File: src/rtl/ifmap_input_ctrl_param.sv
// ifmap_input_ctrl_param: ifmap input path controller that chains beats into words,
// writes them into a bank, and swaps the double buffer for a configured number of banks.
`timescale 1ns/1ps
module ifmap_input_ctrl_param #(
    parameter int CHAIN_LEN  = 4,
    parameter int BANK_DEPTH = 64,
    parameter int ADDR_W     = $clog2(BANK_DEPTH),
    parameter int BANK_CNT_W = 8
) (
    input  logic                  clk,
    input  logic                  rst,
    input  logic                  config_en,
    input  logic [BANK_CNT_W-1:0] config_num_banks,
    input  logic                  in_valid,
    output logic                  in_ready,
    output logic                  en_input_chaining,
    output logic                  chaining_clear,
    output logic                  wr_en,
    output logic [ADDR_W-1:0]     wr_addr,
    input  logic                  ready_to_switch,
    output logic                  switch,
    output logic                  busy,
    output logic                  done
);
    localparam int BEAT_W = $clog2(CHAIN_LEN);
    localparam logic [BEAT_W-1:0] LAST_BEAT = BEAT_W'(CHAIN_LEN - 1);
    localparam logic [ADDR_W-1:0] LAST_WORD = ADDR_W'(BANK_DEPTH - 1);

    typedef enum logic [2:0] {IDLE, CHAIN, WRITE, WAIT_SW, SWITCH, DONE} state_t;

    state_t                state_q, state_d;
    logic [BEAT_W-1:0]     beat_cnt_q, beat_cnt_d;
    logic [ADDR_W-1:0]     word_cnt_q, word_cnt_d;
    logic [BANK_CNT_W-1:0] bank_cnt_q, bank_cnt_d;
    logic [BANK_CNT_W-1:0] num_banks_q, num_banks_d;

    always_comb begin
        state_d     = state_q;
        beat_cnt_d  = beat_cnt_q;
        word_cnt_d  = word_cnt_q;
        bank_cnt_d  = bank_cnt_q;
        num_banks_d = num_banks_q;
        case (state_q)
            IDLE, DONE: begin
                if (config_en && config_num_banks != '0) begin
                    state_d     = CHAIN;
                    num_banks_d = config_num_banks;
                    beat_cnt_d  = '0;
                    word_cnt_d  = '0;
                    bank_cnt_d  = '0;
                end
            end
            CHAIN: begin
                if (in_valid) begin
                    beat_cnt_d = (beat_cnt_q == LAST_BEAT) ? '0 : beat_cnt_q + 1'b1;
                    state_d    = (beat_cnt_q == LAST_BEAT) ? WRITE : CHAIN;
                end
            end
            WRITE: begin
                word_cnt_d = (word_cnt_q == LAST_WORD) ? '0 : word_cnt_q + 1'b1;
                state_d    = (word_cnt_q == LAST_WORD) ? WAIT_SW : CHAIN;
            end
            WAIT_SW: state_d = ready_to_switch ? SWITCH : WAIT_SW;
            SWITCH: begin
                // num_banks_q is never zero here: a zero count never leaves IDLE/DONE
                if (bank_cnt_q == num_banks_q - 1'b1) begin
                    state_d = DONE;
                end else begin
                    bank_cnt_d = bank_cnt_q + 1'b1;
                    state_d    = CHAIN;
                end
            end
            default: state_d = IDLE;
        endcase
    end

    always_ff @(posedge clk) begin
        if (rst) begin
            state_q     <= IDLE;
            beat_cnt_q  <= '0;
            word_cnt_q  <= '0;
            bank_cnt_q  <= '0;
            num_banks_q <= '0;
        end else begin
            state_q     <= state_d;
            beat_cnt_q  <= beat_cnt_d;
            word_cnt_q  <= word_cnt_d;
            bank_cnt_q  <= bank_cnt_d;
            num_banks_q <= num_banks_d;
        end
    end

    // WRITE clears the chain because its word has just been captured by the bank
    assign in_ready          = (state_q == CHAIN);
    assign en_input_chaining = in_valid & in_ready;
    assign chaining_clear    = (state_q == IDLE) || (state_q == WRITE) || (state_q == DONE);
    assign wr_en             = (state_q == WRITE);
    assign wr_addr           = word_cnt_q;
    assign switch            = (state_q == SWITCH);
    assign busy              = (state_q != IDLE) && (state_q != DONE);
    assign done              = (state_q == DONE);
endmodule

File: config.mk
export PLATFORM = sky130hd
export DESIGN_NAME = ifmap_input_ctrl_param
export DESIGN_NICKNAME = d
export VERILOG_FILES = /design/src/rtl/ifmap_input_ctrl_param.sv
export SDC_FILE = /design/constraint.sdc
export NUM_CORES = 1
export LEC_CHECK = 0
export CAP_MARGIN = 20
export CELL_PAD_IN_SITES_DETAIL_PLACEMENT = 1
export CELL_PAD_IN_SITES_GLOBAL_PLACEMENT = 2
export CORE_MARGIN = 3
export CORE_UTILIZATION = 31
export CTS_CLUSTER_DIAMETER = 50
export CTS_CLUSTER_SIZE = 20
export DETAILED_ROUTE_END_ITERATION = 7
export PLACE_DENSITY = 0.85
export SLEW_MARGIN = 30
export SYNTH_ARGS = -nofsm -noshare
export SYNTH_HDL_FRONTEND = slang
export SYNTH_SLANG_ARGS = --single-unit
File: constraint.sdc
create_clock -name clk -period 2.4 [get_ports clk]
set_input_delay 0.36 -clock clk [delete_from_list [all_inputs] [get_ports clk]]
set_output_delay 0.36 -clock clk [all_outputs]
set_load 0.1 [all_outputs]
==> results of run 1 <==
## critical path, stage by stage, from the launching register on
cell	delay, ns
dfxtp_1	0.36
inv_1	0.09
ha_1	0.20
nand2b_1	0.12
or3_1	0.40
a211oi_2	0.28
a41oi_2	0.13
buf_4	0.20
a41o_1	0.23
a21boi_1	0.11
## through the flow
step	area, um^2	cells	setup WS, ns	utilization (%)	setup TNS (ns)
after floorplan	1608	197	-0.01356	-	-0.01356
after CTS	2041	292	0.1325	42.36	0
final	2051	292	0.2104	42.57	0
after global placement	1996	288	0.003950	41.43	0
after global routing	2051	292	0.06124	42.57	0
after detailed placement	1996	288	-0.02566	41.43	-0.02566
## worst min path at each step
stage                       start            end
floorplan           beat_cnt_q[0]  beat_cnt_q[0]
global placement    beat_cnt_q[0]  beat_cnt_q[0]
detailed placement  beat_cnt_q[0]  beat_cnt_q[0]
CTS                 bank_cnt_q[6]  bank_cnt_q[6]
global route        beat_cnt_q[0]  beat_cnt_q[0]
finish              bank_cnt_q[6]  bank_cnt_q[6]
## cell usage in the layout, fill, tap and decap left out, types with 2 or more instances in the layout
cell	netlist	final
nand3b_1	3	3
nor3_1	6	5
dfxtp_1	27	25
nand3_1	6	5
buf_12	0	5
nand2_1	19	19
nand2b_1	3	3
nand4_1	4	4
clkdlybuf4s50_1	0	12
o21ai_0	6	6
xor2_1	4	4
o22ai_1	2	2
buf_4	0	17
nor4_1	5	5
ha_1	4	4
clkbuf_8	0	3
a21boi_1	2	2
a22oi_1	2	2
or3_1	5	5
and3_1	3	3
inv_1	7	7
dfxtp_2	0	2
mux2i_1	9	9
a21oi_1	15	15
xnor2_1	8	8
a31o_1	3	3
nor2_1	26	26
## state kept, by name, indices dropped and copies added, names as in the netlist
name / count
num_banks_q: 8
beat_cnt_q: 2
state_q: 3
bank_cnt_q: 8
wr_addr: 6
## cells by family (layout without fill, tap and decap cells)
| logic type | after synthesis | count (layout) | synth area share [%] |
|---|---|---|---|
| AO/OA/AOI/OAI | 39 | 39 | 17.22 |
| XOR/XNOR | 12 | 12 | 6.667 |
| adder cells (fa/ha/maj) | 4 | 4 | 3.175 |
| buffers and inverters | 18 | 46 | 5.000 |
| flip-flops | 27 | 27 | 34.29 |
| multiplexers | 9 | 9 | 5.715 |
| AND/OR/NAND/NOR | 88 | 88 | 27.94 |
## cell type report
type	count	share of cell area (%)
Clock buffer	4	2.196
Tap cell	67	4.088
Sequential cell	27	26.48
Inverter	8	1.647
Timing Repair Buffer	34	16.96
Multi-Input combinational cell	152	48.63
## report_power, final
part	internal (W)	leakage [nW]	switching [W]
Sequential	0.000460	0.220	0.0000159
Combinational	0.0000934	0.549	0.000121
Clock	0.000119	0.0228	0.000143
## layer usage
| metal | vias up | GRT usage (%) |
|---|---|---|
| li1 | 756 | - |
| met1 | 736 | 21.02 |
| met2 | 23 | 24.61 |
| met3 | 2 | 3.052 |
| met4 | 0 | 2.669 |
| met5 | - | 0 |
## what timing repair did
item | CTS | global route
gates resized for setup | 0 | 3
endpoints found under the setup margin | 0 | 1
setup buffers | 0 | 0
==> results.md, run 1 <==
* First DRT Iteration DRCs at 73
* Achievable frequency at 456.7 MHz
* Ratio of cells with drive above 1 in the final layout at 16.00%
* Gr ovfl total at 0
* Post-synthesis average cell area at 8.003 um^2
* Netlist cell types at 43
* H-tree Lvls at 1
* Drt via density at around 5.2
* CTS Hold Buffers Added at 0
* Top cells by count, synth: dfxtp_1 (27), nor2_1 (26), nand2_1 (19)
* Fin crit period at about 2.2 ns
* Post-DRT Antenna Nets at 0
* P&R area growth vs syn at 30.08%
* CP Max Fanout at 13
* CP Capture Type: flop
* Multi-input logic area at 997.2 um^2
* Hold depth at 2
* Worst setup path end: bank_cnt_q[5]
* Max clock buf depth at 2
* Worst-margin pin slew at 0.4960 ns
* Synthesized area at 0.001577 mm^2
* HPWL after DPL at 3389 um
* # DRC at 0
* Yosys reg bits at 27
* Met1 wire length at 2192 um
* Met3 wire length at 151 um
* Yosys top cell area share at 34.29%
* Internal reg-to-reg setup slack at approximately 0.21 ns
* Initial Util at approximately a third
* Fin crit share at between 90% and 100%
* Final Hold Fails at 0
* Drt total wl at 4331 um
* Cell taking the most area after synthesis: dfxtp_1
* Reg2reg end: bank_cnt_q[5]
* Total Power at 0.0009530 W
* Fin. max-slew vios at 0
* Worst hold slack at roughly 0.51 ns
* NumNets Final at between 200 and 250
* Flip-flop and latch area at 543.0 um^2
* Yosys Warn Count at 0
* Root buf cell: clkbuf_8
* Endpoints failing setup at 0
* Die area at 0.005977 mm^2
* Worst slew margin at 66.81%
* Total GRT Usage at 15.19%
* Ant diodes at 0
* Clock skew at 0.002145 ns
* CTS buffer count at 3
* Largest net degree at the start of global routing at 15
* Pre-antenna DRT Iters at 4
* Outcome: completed
* Reg2reg start: num_banks_q[0]
* Filler cells at 600
* Port bufs at 25
* DR top layer: met4
* CP startpoint kind: flop
* Via count at roughly 1500
* CP required at 2.61 ns
* Vias in the first global route at 1546
* Sequential-to-total area share from yosys stat at 34.29%
* Initial antenna violation count at 0
* Routed length per instance at ~15 um
* Asr flop ratio synth at 0%
* CP startpoint: num_banks_q[0]
* Row cnt at 25
* Post-Syn Nets at 214
* Die Wd at between 70 and 80 um
* Wire length on met2 at 1958 um
* Pwr dens at 464.7 mW/mm^2
* Max Cap Violations at 0
* First-pass GRT wire length at 7534 um
* Final GP Congestion at 0.7702
* Clock sinks at 27
* CTS tree: yes
* Die height at 77.31 um
* Floorplan core area at 0.004817 mm^2
* Ports at 26
* RSZ-0062 raised after global routing: false
* P_leak at 0.7916 nW
* CTS clk-pin slew, worst paths at 0.09 ns
* R2R depth at 9
* Post-Synthesis Cells at approximately 200
* Most frequent cell after synthesis: dfxtp_1
* Arrival @ worst endpoint at 2.40 ns
* Peak VDD IR at 0.0001836 V
* Worst setup path category: flop to flop
* Worst hold path class: flop to flop
* Leading post-synthesis cells by cell area: dfxtp_1 (34%), nor2_1 (6.2%), mux2i_1 (5.7%)
* Top_reg_cell synth: dfxtp_1
* Clk_lat worst skew at 0.27 ns
* Number of synthesized flops with an enable pin at 0
Power figures use the tool's default switching activity.
==> run 2, diff against run 1 <==
--- a/config.mk
+++ b/config.mk
@@ -11,9 +11,9 @@
 export CORE_MARGIN = 3
 export CORE_UTILIZATION = 31
 export CTS_CLUSTER_DIAMETER = 50
-export CTS_CLUSTER_SIZE = 20
 export DETAILED_ROUTE_END_ITERATION = 7
 export PLACE_DENSITY = 0.85
+export REMOVE_ABC_BUFFERS = 1
 export SLEW_MARGIN = 30
 export SYNTH_ARGS = -nofsm -noshare
 export SYNTH_HDL_FRONTEND = slang
==> results.md, run 2 (synthesis gave the netlist of run 1 again) <==
* Pre-antenna DRT Iters at 4
* CTS clk-pin slew, worst paths at 0.10 ns
* Worst hold slack at slightly below 0.5 ns
* Die area at 0.005977 mm^2
* CP startpoint kind: flop
* Net Sw Frac at between 20% and 30%
* RSZ-0062 raised after global routing: false
* Clock sinks at 27
* Worst hold path class: flop to flop
* Outcome: completed
* Filler cells at a little over 600
* First-pass GRT wire length at about 7300 um
* PostCTS Resize Cnt at 0
* Peak VDD IR at 0.0002777 V
* Hold path startpoint: beat_cnt_q[0]
* Max clock buf depth at 2
* Initial Util at between 30% and 40%
* # DRC at 0
* Int Power at 0.0006688 W
* Total GRT Usage at 15.05%
* Port bufs at 25
* Achievable frequency at 453.6 MHz
* Final non-filler cell total at between 200 and 300
* Endpoints failing setup at 0
* CP required at 2.61 ns
* Clk_lat worst skew at 0.28 ns
* Clock skew at 0.01079 ns
* Die Wd at 77.31 um
* Psw at between 0.0002 and 0.0003 W
* Post-DP Area at 0.002002 mm^2
* Initial antenna violation count at 0
* CTS buffer count at 3
* Final Hold Fails at 0
* Via count at between 1500 and 2000
* Root buf cell: clkbuf_8
* Setup Buffers After CTS at 0
* Worst setup path category: flop to flop
* Drt via density at 5.108
* Clock share of power at 28.3%
* Util after Layout at 42.49%
* Drt total wl at ~4300 um
* Most common cell after layout, fill and taps aside: dfxtp_1
* Fin crit period at 2.205 ns
* NumNets Final at 247
* Fin crit share at between 90% and 100%
* Reg2reg start: state_q[2]
* Ratio of cells with drive above 1 in the final layout at 14.85%
* CP Capture Type: flop
* Dpl cells at a little under 300
* Max Cap Violations at 0
* Floorplan core area at 0.004817 mm^2
* Worst slew margin at 64.70%
* Fin. max-slew vios at 0
* CTS tree: yes
* Pwr dens at 466.5 mW/mm^2
* Final instance area at 0.002047 mm^2
* Final GP Congestion at approximately 0.80
* Comb power frac at between 20% and 30%
* Register share of total power at 49.7%
* Multi-input logic area at 969.7 um^2
* CP Max Fanout at 13
* CP startpoint: state_q[2]
* Routed length per instance at 14.50 um
* Row cnt at 25
* H-tree Lvls at 1
* HPWL after DPL at 3359 um
* P&R area growth vs syn at 29.84%
* Post-DRT Antenna Nets at 0
* P_leak at between 0.8 and 0.9 nW
* CTS Hold Buffers Added at 0
* Gr ovfl total at 0
* Largest net degree at the start of global routing at 15
* Ports at 26
* Vias in the first global route at 1475
* Arrival @ worst endpoint at 2.41 ns
* Flip-flop and latch area at approximately 540 um^2
* First DRT Iteration DRCs at between 70 and 80
* Ant diodes at 0
* Total Power at 0.0009550 W
* Worst-margin pin slew at 0.5276 ns
* Die height at 77.31 um
* Commonest non-fill, non-tap cells in the layout: dfxtp_1 (27), nor2_1 (26), buf_4 (21)
## run 2: stage by stage
stage	setup slack (ns)	TNS (ns)
finish	0.1952	0
detailed placement	-0.04557	-0.08063
floorplan	-1.813	-18.09
global placement	0.01720	0
global route	0.03771	0
CTS	0.2020	0
## run 2: final cells by class
type                    count  share of cell area, %
inverters                   8                  1.467
clock buffers               4                  2.200
repair buffers             38                  18.46
multi-input cells         152                  47.37
flip-flops and latches     27                  26.41
well taps                  67                  4.095
## run 2: path summary, 6_finish.rpt
kind / endpoint / slack (ns) / depth (start not counted)
max: bank_cnt_q[5] / 0.20 / 7
min: beat_cnt_q[0] / 0.49 / 2
max reg2reg: bank_cnt_q[5] / 0.20 / 7
min reg2reg: beat_cnt_q[0] / 0.49 / 2
## run 2: routing by layer
| layer | track usage (%) | vias to the layer above | part of all wire [%] |
|---|---|---|---|
| met1 | 22.17 | 715 | 53 |
| met3 | 2.700 | 4 | 3.6 |
| met4 | 3.203 | 0 | 0.84 |
| met5 | 0 | - | 0 |
| met2 | 22.71 | 32 | 43 |
| li1 | - | 761 | - |
## run 2: critical path: stages, from the launching register on
cell and delay [ns]:
dfxtp_1 0.57, nor3b_1 0.42, nand3_1 0.17, a211oi_2 0.28, a41oi_2 0.14, buf_4 0.20, a41o_1 0.23, a21boi_1 0.11
## run 2: power groups by stage
stage | Combinational (W) | Sequential [W] | Clock [W]
global placement | 0.000208 | 0.000485 | 0
CTS | 0.000212 | 0.000475 | 0.000281
global route | 0.000229 | 0.000477 | 0.000301
detailed placement | 0.000210 | 0.000485 | 0
finish | 0.000210 | 0.000475 | 0.000271
floorplan | 0.000128 | 0.000481 | 0
==> run 3, diff against run 2 <==
--- a/config.mk
+++ b/config.mk
@@ -6,13 +6,11 @@
 export NUM_CORES = 1
 export LEC_CHECK = 0
 export CAP_MARGIN = 20
-export CELL_PAD_IN_SITES_DETAIL_PLACEMENT = 1
-export CELL_PAD_IN_SITES_GLOBAL_PLACEMENT = 2
 export CORE_MARGIN = 3
-export CORE_UTILIZATION = 31
+export CORE_UTILIZATION = 52
 export CTS_CLUSTER_DIAMETER = 50
 export DETAILED_ROUTE_END_ITERATION = 7
-export PLACE_DENSITY = 0.85
+export PLACE_DENSITY = 0.84
 export REMOVE_ABC_BUFFERS = 1
 export SLEW_MARGIN = 30
 export SYNTH_ARGS = -nofsm -noshare
==> results.md, run 3 (synthesis gave the netlist of run 1 again) <==
* Outcome: completed
* Final Hold Fails at 0
* Psw at 0.0002576 W
* Initial antenna violation count at 0
* Vias in the first global route at between 1000 and 1500
* First-pass GRT wire length at 5947 um
* Gr ovfl total at 0
* Pre-antenna DRT Iters at 4
* Setup TNS at 0 ns
* Commonest non-fill, non-tap cells in the layout: dfxtp_1 (27), nor2_1 (26), nand2_1 (19)
* Util after Layout at roughly 69%
* Int Power at between 0.0006 and 0.0007 W
* First DRT Iteration DRCs at between 90 and 100
* Initial Util at 55.73%
* Via count at 1525
* CTS clk-pin slew, worst paths at 0.14 ns
* Max clock buf depth at 2
* Die Wd at 61.06 um
* Ratio of cells with drive above 1 in the final layout at 13.33%
* Peak VDD IR at 0.0003390 V
* Comb power frac at a little under a quarter
* Worst setup path category: flop to primary output
* Total Power at around 0.00087 W
* CP startpoint kind: flop
* Most common cell after layout, fill and taps aside: dfxtp_1
* Largest net degree at the start of global routing at 15
* Ports at 26
* Port bufs at 25
* Clk_lat worst skew at between 0.3 and 0.4 ns
* Fin crit period at 2.189 ns
* Drt via density at 5.957
* Net Sw Frac at 29.56%
* Post-DRT Antenna Nets at 0
* Clock share of power at 21.9%
* Root buf cell: clkbuf_4
* CTS buffer count at 3
* Achievable frequency at 456.8 MHz
* NumNets Final at 243
* CP Max Fanout at 11
* CTS tree: yes
* Pwr dens at 446.1 mW/mm^2
* Total GRT Usage at 21.04%
* Setup Buffers After CTS at 0
* P&R area growth vs syn at 23.89%
* Arrival @ worst endpoint at roughly 1.8 ns
* Worst hold path class: flop to flop
* Die area at 0.003728 mm^2
* Worst hold slack at between 0.4 and 0.5 ns
* HPWL after DPL at 2835 um
* CP required at a little over 2 ns
* H-tree Lvls at 1
* Register share of total power at 54.6%
* Final GP Congestion at 0.8874
* Filler cells at 222
* CP Capture Type: primary output
* Fin. max-slew vios at 0
* Die height at 61.06 um
* Floorplan core area at approximately 0.0028 mm^2
* Ant diodes at 0
* PostCTS Resize Cnt at 0
* Multi-input logic area at 969.7 um^2
* Drt total wl at 3656 um
* RSZ-0062 raised after global routing: false
* CTS Hold Buffers Added at 0
* P_leak at between 0.7 and 0.8 nW
* # DRC at 0
* Clock skew at 0.01155 ns
* Fin crit share at 91.22%
* Row cnt at 19
* Worst slew margin at between 60% and 70%
* Routed length per instance at 14.28 um
* Max Cap Violations at 0
* Endpoints failing setup at 0
* Worst-margin pin slew at 0.5413 ns
* Clock sinks at 27
* Flip-flop and latch area at 540.5 um^2
## run 3: cell types whose count changed in the layout (fill, tap and decap cells not counted)
cell | before | now
buf_4 | 21 | 17
clkbuf_4 | 0 | 3
clkbuf_8 | 3 | 0
## run 3: final timing paths
check / to / startpoint / slack, ns / cells after the start
worst max-delay path: wr_en / state_q[2] / 0.21 / 4
worst min-delay path: beat_cnt_q[0] / beat_cnt_q[0] / 0.50 / 2
worst max register to register: bank_cnt_q[5] / num_banks_q[0] / 0.22 / 9
worst min register to register: beat_cnt_q[0] / beat_cnt_q[0] / 0.50 / 2
## run 3: layer usage
metal	GRT usage [%]	share of wire (%)
met1	30.14	49
met2	32.33	45
met3	3.564	4.3
met4	6.502	1.1
met5	0	0
## run 3: layout make-up
type,instances,share of cell area [%]
Sequential cell,27,27.67
Tap cell,31,1.986
Multi-Input combinational cell,152,49.65
Inverter,8,1.537
Timing Repair Buffer,34,17.81
Clock buffer,4,1.345
## run 3: power by group through the flow
stage | logic [W] | clock network, W | registers, W
floorplan | 0.000128 | 0 | 0.000481
global placement | 0.000197 | 0 | 0.000484
detailed placement | 0.000203 | 0 | 0.000485
CTS | 0.000205 | 0.000200 | 0.000476
global route | 0.000221 | 0.000222 | 0.000478
finish | 0.000204 | 0.000191 | 0.000476
## run 3: stage by stage
| step | instances | instance area, um^2 | setup WS, ns |
|---|---|---|---|
| 6_report | 256 | 1953 | 0.2107 |
| 5_1_grt | 256 | 1953 | 0.1030 |
| 4_1_cts | 256 | 1953 | 0.2354 |
| 3_5_place_dp | 252 | 1927 | 0.001312 |
| 3_3_place_gp | 252 | 1927 | 0.08775 |
| 2_1_floorplan | 187 | 1528 | -1.813 |
## run 3: critical path, cell delays in order (launching register included)
cell and delay (ns):
dfxtp_1 0.58, inv_1 0.11, nand3_1 0.25, clkinv_1 0.30
buf_12 0.25
